[src/rtl/memory_package.sv]
// Shared Sv32 address/PTE types and TLB state encoding.
package memory_package;

    typedef struct packed {
        logic [19:0] vpn;
        logic [11:0] offset;
    } va_t;

    typedef struct packed {
        logic [21:0] ppn;
        logic [11:0] offset;
    } pa_t;

    typedef struct packed {
        logic [21:0] ppn;
        logic [1:0]  rsw;
        logic        d;
        logic        a;
        logic        g;
        logic        u;
        logic        x;
        logic        w;
        logic        r;
        logic        v;
    } pte_t;

    localparam logic [1:0] PRIV_U = 2'b00;
    localparam logic [1:0] PRIV_S = 2'b01;
    localparam logic [1:0] PRIV_M = 2'b11;

    typedef enum logic [1:0] {
        ST_IDLE     = 2'd0,
        ST_PTW_REQ  = 2'd1,
        ST_PTW_WAIT = 2'd2
    } tlb_state_e;

endpackage

[src/rtl/tlb_perm_check.sv]
// Combinational Sv32 leaf/permission check for a single PTE and access.
module tlb_perm_check
    import memory_package::*;
(
    input  pte_t       pte_i,
    input  logic       is_read_i,
    input  logic       is_write_i,
    input  logic       is_execute_i,
    input  logic [1:0] priv_i,
    output logic       page_fault_o,
    output logic       is_leaf_o
);

    // PPN, RSW and G play no part in the permission decision.
    logic unused_bits;
    assign unused_bits = ^{pte_i.ppn, pte_i.rsw, pte_i.g};

    logic non_leaf;
    logic reserved_wr;

    assign non_leaf    = !(pte_i.r || pte_i.x);
    assign reserved_wr = pte_i.w && !pte_i.r;
    assign is_leaf_o   = pte_i.v && !non_leaf && !reserved_wr;

    // Any single violated rule is enough to fault the access.
    always_comb begin
        page_fault_o = 1'b0;
        if (!pte_i.v)                           page_fault_o = 1'b1;
        if (non_leaf)                           page_fault_o = 1'b1;
        if (reserved_wr)                        page_fault_o = 1'b1;
        if (is_read_i && !pte_i.r)              page_fault_o = 1'b1;
        if (is_write_i && !pte_i.w)             page_fault_o = 1'b1;
        if (is_execute_i && !pte_i.x)           page_fault_o = 1'b1;
        if (priv_i == PRIV_U && !pte_i.u)       page_fault_o = 1'b1;
        if (priv_i == PRIV_S && pte_i.u)        page_fault_o = 1'b1;
        if (!pte_i.a)                           page_fault_o = 1'b1;
        if (is_write_i && !pte_i.d)             page_fault_o = 1'b1;
    end

endmodule

[src/rtl/sv32_tlb.sv]
// Fully-associative Sv32 TLB with round-robin refill from the page table.
module sv32_tlb
    import memory_package::*;
#(
    parameter int TLB_ENTRIES = 8
) (
    input  logic        CLK,
    input  logic        RST,
    input  logic        flush,
    input  logic        req_valid,
    output logic        req_ready,
    input  va_t         req_va,
    input  logic        req_is_read,
    input  logic        req_is_write,
    input  logic        req_is_execute,
    input  logic [1:0]  req_priv,
    output logic        resp_valid,
    output pa_t         resp_pa,
    output logic        resp_page_fault,
    output logic        resp_access_fault,
    output logic        ptw_req_valid,
    input  logic        ptw_req_ready,
    output logic [19:0] ptw_req_vpn,
    input  logic        ptw_resp_valid,
    input  pte_t        ptw_resp_pte,
    input  logic        ptw_resp_access_fault
);

    localparam int IDX_W = (TLB_ENTRIES > 1) ? $clog2(TLB_ENTRIES) : 1;

    tlb_state_e             state_q;
    logic [TLB_ENTRIES-1:0] valid_q;
    logic [19:0]            vpn_q [TLB_ENTRIES];
    pte_t                   pte_q [TLB_ENTRIES];
    logic [IDX_W-1:0]       rr_q;
    logic                   flush_pend_q;

    // Request captured on a miss; the permission check replays it on the walk result.
    va_t        lat_va_q;
    logic       lat_rd_q, lat_wr_q, lat_ex_q;
    logic [1:0] lat_priv_q;

    logic resp_valid_q, resp_pf_q, resp_af_q;
    pa_t  resp_pa_q;
    logic ptw_req_valid_q;
    logic [19:0] ptw_req_vpn_q;

    assign req_ready         = (state_q == ST_IDLE) && !flush && !RST;
    assign resp_valid        = resp_valid_q;
    assign resp_pa           = resp_pa_q;
    assign resp_page_fault   = resp_pf_q;
    assign resp_access_fault = resp_af_q;
    assign ptw_req_valid     = ptw_req_valid_q;
    assign ptw_req_vpn       = ptw_req_vpn_q;

    // Parallel tag compare across all entries.
    logic [TLB_ENTRIES-1:0] hit_vec;
    generate
        for (genvar gi = 0; gi < TLB_ENTRIES; gi++) begin : g_tag
            assign hit_vec[gi] = valid_q[gi] && (vpn_q[gi] == req_va.vpn);
        end
    endgenerate

    logic hit;
    pte_t hit_pte;
    assign hit = |hit_vec;

    // Entries are unique by VPN, so OR-ing the matching payloads selects the hit.
    always_comb begin
        hit_pte = '0;
        for (int i = 0; i < TLB_ENTRIES; i++) begin
            if (hit_vec[i]) hit_pte = hit_pte | pte_q[i];
        end
    end

    // One checker shared by the hit path (IDLE) and the walk-return path (PTW_WAIT).
    logic       in_wait;
    pte_t       chk_pte;
    logic       chk_rd, chk_wr, chk_ex;
    logic [1:0] chk_priv;
    logic [11:0] chk_off;
    logic       perm_fault, perm_leaf;
    pa_t        ok_pa;

    assign in_wait  = (state_q == ST_PTW_WAIT);
    assign chk_pte  = in_wait ? ptw_resp_pte : hit_pte;
    assign chk_rd   = in_wait ? lat_rd_q   : req_is_read;
    assign chk_wr   = in_wait ? lat_wr_q   : req_is_write;
    assign chk_ex   = in_wait ? lat_ex_q   : req_is_execute;
    assign chk_priv = in_wait ? lat_priv_q : req_priv;
    assign chk_off  = in_wait ? lat_va_q.offset : req_va.offset;
    assign ok_pa    = {chk_pte.ppn, chk_off};

    tlb_perm_check u_perm (
        .pte_i        (chk_pte),
        .is_read_i    (chk_rd),
        .is_write_i   (chk_wr),
        .is_execute_i (chk_ex),
        .priv_i       (chk_priv),
        .page_fault_o (perm_fault),
        .is_leaf_o    (perm_leaf)
    );

    logic [IDX_W-1:0] rr_next;
    assign rr_next = (rr_q == IDX_W'(TLB_ENTRIES - 1)) ? '0 : rr_q + IDX_W'(1);

    // Control FSM, entry storage and registered response outputs.
    always_ff @(posedge CLK) begin
        if (RST) begin
            state_q         <= ST_IDLE;
            valid_q         <= '0;
            rr_q            <= '0;
            flush_pend_q    <= 1'b0;
            lat_va_q        <= '0;
            lat_rd_q        <= 1'b0;
            lat_wr_q        <= 1'b0;
            lat_ex_q        <= 1'b0;
            lat_priv_q      <= 2'b00;
            resp_valid_q    <= 1'b0;
            resp_pa_q       <= '0;
            resp_pf_q       <= 1'b0;
            resp_af_q       <= 1'b0;
            ptw_req_valid_q <= 1'b0;
            ptw_req_vpn_q   <= '0;
        end else begin
            resp_valid_q <= 1'b0;
            resp_pa_q    <= '0;
            resp_pf_q    <= 1'b0;
            resp_af_q    <= 1'b0;
            case (state_q)
                ST_IDLE: begin
                    if (flush) begin
                        valid_q      <= '0;
                        rr_q         <= '0;
                        flush_pend_q <= 1'b0;
                    end else if (req_valid) begin
                        if (req_priv == PRIV_M) begin
                            resp_valid_q <= 1'b1;
                            resp_pa_q    <= {2'b00, req_va};
                        end else if (hit) begin
                            resp_valid_q <= 1'b1;
                            resp_pf_q    <= perm_fault;
                            resp_pa_q    <= perm_fault ? '0 : ok_pa;
                        end else begin
                            lat_va_q        <= req_va;
                            lat_rd_q        <= req_is_read;
                            lat_wr_q        <= req_is_write;
                            lat_ex_q        <= req_is_execute;
                            lat_priv_q      <= req_priv;
                            ptw_req_valid_q <= 1'b1;
                            ptw_req_vpn_q   <= req_va.vpn;
                            state_q         <= ST_PTW_REQ;
                        end
                    end
                end
                ST_PTW_REQ: begin
                    if (flush) flush_pend_q <= 1'b1;
                    if (ptw_req_ready) begin
                        ptw_req_valid_q <= 1'b0;
                        state_q         <= ST_PTW_WAIT;
                    end
                end
                ST_PTW_WAIT: begin
                    if (flush) flush_pend_q <= 1'b1;
                    if (ptw_resp_valid) begin
                        resp_valid_q <= 1'b1;
                        state_q      <= ST_IDLE;
                        if (ptw_resp_access_fault) begin
                            resp_af_q <= 1'b1;
                        end else begin
                            resp_pf_q <= perm_fault;
                            resp_pa_q <= perm_fault ? '0 : ok_pa;
                        end
                        // A flush seen during the walk wins over the fill.
                        if (flush_pend_q || flush) begin
                            valid_q      <= '0;
                            rr_q         <= '0;
                            flush_pend_q <= 1'b0;
                        end else if (!ptw_resp_access_fault && perm_leaf) begin
                            valid_q[rr_q] <= 1'b1;
                            vpn_q[rr_q]   <= lat_va_q.vpn;
                            pte_q[rr_q]   <= ptw_resp_pte;
                            rr_q          <= rr_next;
                        end
                    end
                end
                default: state_q <= ST_IDLE;
            endcase
        end
    end

endmodule

[config.mk]
export PLATFORM = sky130hd
export DESIGN_NAME = sv32_tlb
export DESIGN_NICKNAME = d
export VERILOG_FILES = /design/src/rtl/memory_package.sv /design/src/rtl/tlb_perm_check.sv /design/src/rtl/sv32_tlb.sv
export SDC_FILE = /design/constraint.sdc
export NUM_CORES = 1
export LEC_CHECK = 0
export CAP_MARGIN = 15
export CORE_ASPECT_RATIO = 1.25
export CORE_UTILIZATION = 50
export CTS_CLUSTER_SIZE = 40
export DETAILED_ROUTE_END_ITERATION = 6
export PLACE_DENSITY = 0.75
export REMOVE_ABC_BUFFERS = 1
export SLEW_MARGIN = 5
export SYNTH_ARGS = -nofsm -noshare
export SYNTH_HDL_FRONTEND = slang
export SYNTH_SLANG_ARGS = --single-unit
[constraint.sdc]
create_clock -name CLK -period 11.08 [get_ports CLK]
set_input_delay 1.662 -clock CLK [delete_from_list [all_inputs] [get_ports CLK]]
set_output_delay 1.662 -clock CLK [all_outputs]
set_load 0.005 [all_outputs]
### Word-level counts from Yosys, hierarchy flattened

Memory sizes are Yosys's and may differ from the RTL's.
Index checks and enable logic that the tools add are counted.

* register bits: 89
* memory bits (writable): 416
* input port bits: 76
* output and inout bits: 59
* logic and storage cells: 182
* memories: 2

* add/sub/neg operators: 1
* magnitude comparators: 2
* equality and inequality tests: 21
* mux-type cells: 83
* bitwise logic cells: 13
* reductions and logical operators: 44

Memory list
* pte_q: words 8, bits a word 32, read ports 8, clocked after memory_dff 0, wr ports 1, RTL line sv32_tlb.sv:34 `pte_t pte_q [TLB_ENTRIES];`
* vpn_q: words 8, bits a word 20, read ports 8, clocked after memory_dff 0, wr ports 1, RTL line sv32_tlb.sv:33 `logic [19:0] vpn_q [TLB_ENTRIES];`

Operator list (number)
* $mux W32: 9
* $mux W34: 7
* $or A32 B32 Y32: 7
* $eq A20 B20 Y1: 8
* $pmux W34 S2: 1
* $mux W1: 41
* $mux W8: 4
* $logic_and A1 B1 Y1: 21
* $pmux W8 S2: 1
* $mux W3: 5
* $mux W2: 7
* $ne A2 B2 Y1 const B: 7
* $mux W12: 1
* $reduce_and A6 Y1: 2
* $logic_not A1 Y1: 9
* $or A8 B8 Y8: 1
* $reduce_or A8 Y1: 1
* $pmux W1 S2: 3
* $pmux W2 S3: 1
* $pmux W3 S2: 1
* $not A1 Y1: 5
* $reduce_and A5 Y1: 1
* $eq A2 B1 Y1 const B: 2
* $eq A2 B2 Y1 const B: 2
* 14 further kinds: 17

### Logic depth before layout (Yosys ltp)

Gate-level depths: netlist of run 1.

* depth after elaboration: 34
* depth in mapped cells: 14
* depth with buffers taken out: 11

### By module

Synthesis of run 1 repeated with hierarchy kept, for this count alone.

* cells, all modules: 1573
* area, all modules: 21162.8 µm²

By module, submodules not included
* sv32_tlb: instances 1, cells each 1564, area each 21102.7 µm², seq. area each 14273.7 µm²
* tlb_perm_check: instances 1, cells each 9, area each 60.1 µm², seq. area each 0.0 µm²

### Worst setup path before layout of run 1

Ideal clock, no wire load.

* kind: input-to-reg
* start: input req_va[15] (netlist bit)
* end: memory pte_q[0][0] (netlist bit), enable pin
* library setup time: 0.578 ns
* arrival time: 8.567 ns
* data required time: 10.502 ns
* slack: 1.935 ns
* stages on the path: 12
* buffers on the path: 2
* cells stage by stage: buf_4 -> xor2_1 -> or4_4 -> nor4_4 -> and2_1 -> buf_6 -> a22oi_1 -> and4_1 -> o21ai_0 -> a31oi_1 -> nand3b_1 -> nor4_1

* word-level cells in the longest chain between the ends: 29
* elaborated cells on any way between the ends: 45
* those cells by class: 8 x eq/ne; 15 x mux; 7 x bitwise; 15 x reduce/logical

Ends and longest elaborated chain
* start: declaration: RTL line sv32_tlb.sv:12 `input va_t req_va,`
* $eq A20 B20 Y1: RTL line sv32_tlb.sv:60 `assign hit_vec[gi] = valid_q[gi] && (vpn_q[gi] == req_va.vpn);`
* $logic_and A1 B1 Y1: RTL line sv32_tlb.sv:60
* $mux W32: RTL line sv32_tlb.sv:72 `if (hit_vec[i]) hit_pte = hit_pte | pte_q[i];`
* $or A32 B32 Y32: RTL line sv32_tlb.sv:72
* $mux W32: RTL line sv32_tlb.sv:72
* $or A32 B32 Y32: RTL line sv32_tlb.sv:72
* $mux W32: RTL line sv32_tlb.sv:72
* $or A32 B32 Y32: RTL line sv32_tlb.sv:72
* [... 13 more ...]
* $logic_and A1 B1 Y1 (*): RTL line tlb_perm_check.sv:23 `assign is_leaf_o = pte_i.v && !non_leaf && !reserved_wr;`
* $logic_and A1 B1 Y1 (*): RTL line sv32_tlb.sv:179 `end else if (!ptw_resp_access_fault && perm_leaf) begin`
* $mux W1 (*): RTL line sv32_tlb.sv:179
* $mux W1 (*): RTL line sv32_tlb.sv:175 `if (flush_pend_q || flush) begin`
* $mux W1 (*): RTL line sv32_tlb.sv:165 `if (ptw_resp_valid) begin`
* $mux W1 (*): RTL line sv32_tlb.sv:130 `case (state_q)`
* $mux W1 (*): RTL line sv32_tlb.sv:109 `if (RST) begin`
* $mux W1 (not written as such) (*): RTL line sv32_tlb.sv:182 `pte_q[rr_q] <= ptw_resp_pte;`
* end: declaration: RTL line sv32_tlb.sv:34

Every way passes the cells marked *; elsewhere a longest branch is shown, timed or not.

### Final worst setup path of run 1

* start: input req_va[29] (netlist bit)
* end: memory pte_q[4][25] (netlist bit), enable pin

Same word-level chain as after synthesis.

==> run metrics, run 1 <==
post-DP HPWL=27830 um; Peak VDD IR=0.1302 mV; GRT Total Usage=24.53%; Worst-Skew Late Latency=0.56 ns; sum of negative setup slack=0 ns; Slew Viols, Final=0; Max FO, Critical Path=41; DR top layer=met4; Sink Count=481; Clock Skew=0.02345 ns; number of port buffers=131; Avg Inst Size Synth=14.35 um^2; Hold Crit Depth=2; Nets=1523; CP Launch Type=input pin; depth of the most critical reg-to-reg path=12; Clock transition at path regs=0.06 ns; CTS Buf Count=46; Die Wd=176.2 um; P_leak=6.939 nW; Int Pwr=2.983 mW; YS warnings=0; Sequential Power Share=52.5%; routability cong.=0.8493; fillers=2742; ranking of synthesized cells by area=edfxtp_1 (62%), dfxtp_1 (9.4%), xnor2_1 (5.1%); crit path DAT=6.71 ns; count of TritonRoute iterations in the first routing pass=5; WHS Endpoint=lat_va_q[4]; Slew @ Worst Pin=1.062 ns; Cells after Synth=1322; launch point of the worst path=req_va[29]; die area=0.03874 mm^2; DRC=0; Comb pwr share=6.1%; vias in the first global route=11590; Non-Filler Instances=1964; Max-slew headroom=28.42%; final critical-path required period=6.528 ns; Worst path max stage delay=0.95 ns; Post-synth top flop=edfxtp_1; Setup Buffers After CTS=0; initial antenna violation count=0; fin util=59.68%; Die Y=219.8 um; # IOs=135; Initial DRC Count=1103; Clk pwr share=41.4%; Placed Instances=1876; CTS tree=done; share of cells above drive strength 1=8.660%; Psw=0.8277 mW; CTS Hold Bufs=0; Core Box Area=0.03726 mm^2; final setup violation count=0; # H-tree levels=2; cell accounting for the most synthesized area=edfxtp_1; power density over the cells=171.4 mW/mm^2; Yosys reg bits=481; most numerous cell in the Yosys netlist=edfxtp_1; top post-synthesis cells by count=edfxtp_1 (392), nand2_1 (114), xnor2_1 (111), a22oi_1 (102), dfxtp_1 (89); CP delay by family, top=simple AND/OR/NAND/NOR gates; metal2 WL=23520 um; worst r2r dst=pte_q[4][25]; reg2reg setup slack=6.43 ns; post-synthesis cell type count=56; Worst Hold Class=reg -> reg; max_cap viols=0; reg2reg start=vpn_q[1][3]; RSZ-0062 raised after global routing=false; vias per inst=5.967; Syn-to-layout area delta=17.19%; worst slack, placed=4.071 ns; Async S/R FF share, synth=0%; period utilization=58.92%; Worst Slack Setup Final=4.552 ns; Mapped Area=0.01898 mm^2; global route overflow=0; Seq/Total Area, Yosys=71.42%; Crit path buffers/inverters=3; cts repair resizes=0; Avg WL per Cell=23.84 um; CTS Buffer Depth=3; ANT nets after route=0; Root Driver=clkbuf_16; FP Rows=79; M1 wire length=18150 um; WL final=46830 um; slowest cell on the critical path=clkdlybuf4s50_1; worst path cell trace=clkdlybuf4s50_1 -> xor2_1 -> nor4_1 -> and3_1 -> and3_1 -> buf_4 -> a22oi_1 -> and4_1 -> o21ai_0 -> a31oi_1 -> nand3b_1 -> nor4_2 -> buf_4; first-pass GRT wire length=70100 um; Critical Path Stages=13; Highest Clock Rate=153.2 MHz; outcome=complete, no violations; Sw Share=21.72%; hold wc startpoint=lat_va_q[4]; Setup crit end kind=register; Initial Util=50.92%; Worst Setup Path Type=in -> reg; DR WL met3=3270 um; via count=11720; Critical Path RT=11.26 ns; # diodes=0; Post-synth EDFFs=392; Yosys top cell area share=62.03%; pin count of the biggest net entering global routing=57; Fin. Hold Viols=0
-- stage by stage --
stage / instance area [um^2] / power, mW / hold WS, ns
finish: 22240 / 3.811 / 0.4545
global route: 22240 / 3.923 / 0.4741
CTS: 22230 / 3.832 / 0.4551
detailed placement: 20690 / 2.270 / 0.4462
global placement: 20690 / 2.263 / 0.4409
floorplan: 18490 / 2.135 / 0.4286
-- per-layer routing --
metal  up-vias  global-route usage, %
li1       5257                      -
met1      5811                  31.24
met2       536                  41.72
met3       115                  3.123
met4         0                  11.39
met5         -                      0
-- flip-flops by register name (all words and copies together) (netlist names) --
signal / cells
pte_q: 232
vpn_q: 160
resp_pa: 34
ptw_req_vpn: 20
lat_va_q: 12
valid_q: 8
rr_q: 3
lat_priv_q: 2
state_q: 2
flush_pend_q: 1
lat_ex_q: 1
lat_rd_q: 1
lat_wr_q: 1
ptw_req_valid: 1
resp_access_fault: 1
resp_page_fault: 1
resp_valid: 1
-- worst max path at each step --
stage / to / slack [ns]
detailed placement: pte_q[4][16] / 4.07
global placement: pte_q[0][22] / 4.17
floorplan: pte_q[0][0] / 0.36
CTS: pte_q[4][25] / 4.63
global route: pte_q[4][25] / 4.32
finish: pte_q[4][25] / 4.55
-- worst reg2reg max path: cells and delay by family, from the launching register on --
family          cells  cell delay, ns
compound gates      3            0.48
simple gates        6            2.21
xor+xnor            1            0.19
flops               1            0.39
buf+inv             2            0.99
-- power groups by stage --
stage                     logic, mW  clock network [mW]  registers (mW)
after floorplan               0.109                   0            2.03
after global placement        0.223                   0            2.04
after detailed placement      0.229                   0            2.04
after CTS                     0.231                1.60            2.00
after global routing          0.252                1.67            2.00
final                         0.233                1.58            2.00
-- final cells by class --
type / instances / area (um^2) / share of cell area (%)
Clock inverter: 22 / 239.0 / 1.075
Inverter: 14 / 52.55 / 0.2363
Multi-Input combinational cell: 735 / 4951 / 22.26
Sequential cell: 481 / 13550 / 60.95
Clock buffer: 64 / 1300 / 5.846
Timing Repair Buffer: 162 / 1534 / 6.898
Tap cell: 486 / 608.1 / 2.734
-- layout by cell type, fill, tap and decap left out, types with 35 or more instances in the layout --
| master | count |
|---|---|
| clkbuf_16 | 47 |
| clkdlybuf4s50_1 | 130 |
| xor2_1 | 48 |
| nor2_1 | 35 |
| a21oi_1 | 67 |
| xnor2_1 | 111 |
| a22oi_1 | 102 |
| nand4_1 | 42 |
| nand2_1 | 114 |
| edfxtp_1 | 392 |
| dfxtp_1 | 89 |
-- cells by family (layout without fill, tap and decap cells) --
family                     count (synthesis)  count (layout)  synth area share (%)
muxes                                      2               2                0.1055
xor gates and xnor gates                 159             159                 7.339
DFF                                      481             481                 71.42
adders and majority gates                  7               7                0.4615
AOI/OAI and AO/OA                        260             260                 9.475
and+or+nand+nor                          307             307                 8.381
buffers and inverters                    106             262                 2.815
Power figures use the tool's default switching activity.
==> run 2, diff against run 1 <==
==> constraint.sdc (replaced) <==
create_clock -name CLK -period 6.57 [get_ports CLK]
set_input_delay 0.9855 -clock CLK [delete_from_list [all_inputs] [get_ports CLK]]
set_output_delay 0.9855 -clock CLK [all_outputs]
set_load 0.005 [all_outputs]
==> run 2 against run 1 <==
Net effect:
- clock skew fell by 0.0099 ns
- clock power is 56% higher
- wire length up 2.1%
- die area unchanged
- global-route usage grew 0.38 points
- non-clock buffer count up 16
- combinational power rose by 72%
- clock-buffer cell count rose by 1
- flip-flop and latch count is the same
==> run metrics, run 2 (same netlist as run 1, synthesis figures left out) <==
# diodes=0; Worst Setup Path Type=in -> reg; number of port buffers=131; Die Wd=176.2 um; Peak VDD IR=0.2349 mV; WHS Endpoint=lat_va_q[11]; GRT Total Usage=24.91%; Slew @ Worst Pin=1.045 ns; DP Area=0.02092 mm^2; Fin. Hold Viols=0; Slew Viols, Final=0; Initial Util=50.92%; CTS Buf Count=45; global route overflow=0; initial antenna violation count=0; critical path's most frequent cell=and3_1; Setup crit end kind=register; Non-Filler Instances=1978; Initial DRC Count=1097; count of TritonRoute iterations in the first routing pass=5; worst r2r dst=vpn_q[6][18]; CTS Hold Bufs=0; pin count of the biggest net entering global routing=57; CTS tree=done; hold wc startpoint=lat_va_q[11]; period utilization=82.26%; crit path DAT=5.64 ns; Clock Skew=0.01357 ns; Die Y=219.8 um; CTS Buffer Depth=3; Critical Path RT=6.81 ns; Largest Register=pte_q; Worst path max stage delay=0.85 ns; FP Rows=79; Worst-Skew Late Latency=0.57 ns; max reg flops=232; via count=11910; Finished Cell Area=0.02231 mm^2; WHS=0.4534 ns; outcome=complete, no violations; power density over the cells=280.1 mW/mm^2; Sink Count=481; max_cap viols=0; slowest cell on the critical path=clkdlybuf4s50_1; Syn-to-layout area delta=17.55%; Worst Hold Class=reg -> reg; depth of the most critical reg-to-reg path=11; commonest non-fill, non-tap cell in the layout=edfxtp_1; Nets=1538; reg2reg start=vpn_q[2][7]; Root Driver=clkbuf_16; CP Launch Type=input pin; Max-slew headroom=30.35%; fillers=2783; Crit path buffers/inverters=2; worst path cell trace=clkdlybuf4s50_1 -> xor2_1 -> nor4_1 -> and3_1 -> and3_1 -> a22oi_1 -> and4_1 -> o21ai_0 -> a31oi_1 -> nand3b_1 -> nor4_2 -> buf_4; DRC=0; CP delay by family, top=simple AND/OR/NAND/NOR gates; vias per inst=6.020; final setup violation count=0; die area=0.03874 mm^2; Setup Buffers After CTS=0; Clock transition at path regs=0.06 ns; # IOs=135; P_leak=6.965 nW; reg2reg setup slack=2.25 ns; total power draw=6.248 mW; first-pass GRT wire length=71100 um; post-DP HPWL=29710 um; WL final=47800 um; routability cong.=0.8806; Core Box Area=0.03726 mm^2; Highest Clock Rate=185.0 MHz; RSZ-0062 raised after global routing=false; cts repair resizes=0; vias in the first global route=11830; share of cells above drive strength 1=8.981%; Placed Instances=1893; commonest non-fill, non-tap cells in the layout=edfxtp_1 (392), clkdlybuf4s50_1 (130), nand2_1 (114), xnor2_1 (111), a22oi_1 (102); Hold Crit Depth=2; Avg WL per Cell=24.17 um; final critical-path required period=5.404 ns; ANT nets after route=0; Max FO, Critical Path=21; # H-tree levels=2
## run 2: changes by cell type in the layout (fill, tap and decap cells not counted), sizes merged
cell,previous run,this run
clkinvlp,1,0
buf,31,48
bufinv,4,2
## run 2: tightest hold or removal path: cells and delay by family (launching register included)
kind            cells  cell delay, ns
simple gates        1            0.05
compound gates      1            0.05
flops               1            0.31
## run 2: cell type report
cell class | count | area, um^2 | share of cell area (%)
Inverter | 14 | 52.55 | 0.2356
Sequential cell | 481 | 13550 | 60.76
Multi-Input combinational cell | 735 | 4950 | 22.19
Tap cell | 486 | 608.1 | 2.726
Clock inverter | 19 | 165.2 | 0.7404
Clock buffer | 65 | 1221 | 5.475
Timing Repair Buffer | 178 | 1757 | 7.875
## run 2: metrics by stage
step | setup TNS, ns | worst slack, ns | utilization (%)
after floorplan | -1094.60 | -3.470 | -
after global placement | 0 | 0.8740 | 56.13
after detailed placement | 0 | 0.7522 | 56.13
after CTS | 0 | 1.278 | 59.85
after global routing | 0 | 1.046 | 59.86
final | 0 | 1.166 | 59.86
## run 2: how the worst max path moves through the flow
stage	startpoint	to	cells after the start	slack, ns
3_3_place_gp	req_va[18]	vpn_q[6][0]	12	0.87
5_1_grt	req_va[18]	vpn_q[6][18]	12	1.05
6_report	req_va[18]	vpn_q[6][18]	12	1.17
2_1_floorplan	req_va[30]	pte_q[0][0]	10	-3.47
3_5_place_dp	req_va[18]	vpn_q[6][18]	12	0.75
4_1_cts	req_va[18]	vpn_q[6][3]	12	1.28
## run 2: routing by layer
layer	track usage [%]	up-vias	share of wire, %
met5	0	-	0
met4	10.87	0	3.6
met3	3.451	102	7.1
met2	41.86	547	50
met1	32.26	5969	39
li1	-	5289	-
## run 2: power by group
part / switching, mW / total, mW / leakage, nW / internal [mW]
Clock: 1.09 / 2.47 / 0.680 / 1.38
Sequential: 0.0520 / 3.38 / 4.28 / 3.33
Combinational: 0.240 / 0.401 / 2.00 / 0.160
==> run 3, diff against run 2 <==
--- a/config.mk
+++ b/config.mk
@@ -10,7 +10,7 @@
 export CORE_UTILIZATION = 50
 export CTS_CLUSTER_SIZE = 40
 export DETAILED_ROUTE_END_ITERATION = 6
-export PLACE_DENSITY = 0.75
+export PLACE_DENSITY = 0.77
 export REMOVE_ABC_BUFFERS = 1
 export SLEW_MARGIN = 5
 export SYNTH_ARGS = -nofsm -noshare
==> constraint.sdc (replaced) <==
create_clock -name CLK -period 4.7 [get_ports CLK]
set_input_delay 0.705 -clock CLK [delete_from_list [all_inputs] [get_ports CLK]]
set_output_delay 0.705 -clock CLK [all_outputs]
set_load 0.005 [all_outputs]
==> run 3 against run 2 <==
Net effect:
- flip-flop and latch count unchanged
- global-route usage rose by 0.89 points
- clock-buffer cell count shrank 11
- hold slack better by 0.0030 ns
- wire length rose by 2.9%
- largest cell class unchanged
==> run metrics, run 3 (same netlist as run 1, synthesis figures left out) <==
first-pass GRT wire length=73510 um; cts repair resizes=0; Comb pwr share=6.7%; CTS Hold Bufs=0; Sequential Power Share=52.8%; Clk pwr share=40.5%; Worst-Skew Late Latency=0.57 ns; Highest Clock Rate=226.9 MHz; Root Driver=clkbuf_16; Finished Cell Area=0.02305 mm^2; max reg flops=232; CTS Buffer Depth=3; # H-tree levels=2; die area=0.03874 mm^2; period utilization=93.76%; Slew @ Worst Pin=1.045 ns; # diodes=0; WHS Endpoint=lat_va_q[6]; slowest cell on the critical path=clkdlybuf4s50_1; Syn-to-layout area delta=21.46%; Crit path buffers/inverters=6; Die Wd=176.2 um; fin util=61.85%; Hold Crit Depth=2; Sink Count=481; reg2reg setup slack=0.88 ns; Setup Buffers After CTS=0; Sw Share=22.01%; commonest non-fill, non-tap cells in the layout=edfxtp_1 (392), clkdlybuf4s50_1 (130), nand2_1 (114), xnor2_1 (111), a22oi_1 (102); Fin. Hold Viols=0; global route overflow=0; max_cap viols=0; vias per inst=5.989; Worst Setup Path Type=in -> reg; power density over the cells=388.0 mW/mm^2; post-DP HPWL=31800 um; DRC=0; Worst Hold Class=reg -> reg; Worst path max stage delay=0.72 ns; hold wc startpoint=lat_va_q[6]; total power draw=8.942 mW; pin count of the biggest net entering global routing=51; Die Y=219.8 um; Psw=1.968 mW; CP delay by family, top=buffers and inverters; Initial Util=50.92%; Peak VDD IR=0.3458 mV; worst slack, placed=-0.2338 ns; Largest Register=pte_q; Worst Slack Setup Final=0.2935 ns; routability cong.=0.8719; WL final=49190 um; Nets=1603; Int Pwr=6.974 mW; CTS Buf Count=45; initial antenna violation count=0; # IOs=135; depth of the most critical reg-to-reg path=13; P_leak=7.395 nW; Core Box Area=0.03726 mm^2; GRT Total Usage=25.80%; count of TritonRoute iterations in the first routing pass=5; outcome=complete, no violations; final setup violation count=0; number of port buffers=131; Avg WL per Cell=24.09 um; worst path cell trace=clkdlybuf4s50_1 -> buf_4 -> xnor2_1 -> nand4_1 -> or3_1 -> nor4_2 -> buf_4 -> a22oi_1 -> and4_1 -> o21ai_0 -> a31oi_1 -> nand3b_1 -> buf_4 -> nor4_2 -> buf_4 -> buf_12; Slew Viols, Final=0; Clock Skew=0.02164 ns; Max FO, Critical Path=20; CP Launch Type=input pin; Max-slew headroom=29.59%; ANT nets after route=0; DP Area=0.02158 mm^2; reg2reg start=vpn_q[0][14]; crit path DAT=4.66 ns; worst r2r dst=pte_q[6][24]; RSZ-0062 raised after global routing=false; share of cells above drive strength 1=13.50%; Critical Path RT=4.95 ns; FP Rows=79; vias in the first global route=12310; Clock transition at path regs=0.06 ns; Setup crit end kind=register; final critical-path required period=4.407 ns; via count=12230; CTS tree=done; Initial DRC Count=1138; critical path's most frequent cell=buf_4; Critical Path Stages=16; commonest non-fill, non-tap cell in the layout=edfxtp_1
-- run 3: metal layers --
metal  wire (um)  track usage [%]
met2       25450            45.26
met3        3317            3.244
met4        2278            12.70
met1       18150            31.36
met5           0                0
-- run 3: power groups by stage --
stage	Combinational [mW]	Sequential [mW]	Clock [mW]
2_1_floorplan	0.257	4.78	0
5_1_grt	0.645	4.72	3.80
4_1_cts	0.595	4.72	3.65
6_report	0.602	4.72	3.62
3_3_place_gp	0.575	4.81	0
3_5_place_dp	0.590	4.81	0
-- run 3: stage by stage --
stage	setup TNS [ns]	hold WS, ns	instances
3_5_place_dp	-45.50	0.4495	1958
5_1_grt	0	0.4703	2042
2_1_floorplan	-1740.36	0.4286	1230
4_1_cts	0	0.4580	2041
3_3_place_gp	-13.08	0.4416	1958
6_report	0	0.4564	2042
-- run 3: worst min-delay path: stages (launching register included) --
cell and delay (ns):
dfxtp_1 0.31, nand2_1 0.05, a21oi_1 0.05
-- run 3: how the worst max path moves through the flow --
stage | from | to | slack (ns)
after floorplan | req_va[30] | pte_q[0][0] | -5.06
after global placement | req_va[30] | vpn_q[6][16] | -0.12
after detailed placement | req_va[30] | vpn_q[6][16] | -0.23
after CTS | req_va[30] | pte_q[6][31] | 0.33
after global routing | req_va[30] | vpn_q[6][13] | 0.17
final | req_va[30] | pte_q[6][24] | 0.29
-- run 3: final cells by class --
cell class,count,area [um^2]
fill,2637,14220
inverter,14,52.55
tap,486,608.1
clock inverter,29,284.0
sequential,481,13550
multi-input combinational,735,4950
clock buffer,54,1180
timing repair buffer,243,2420
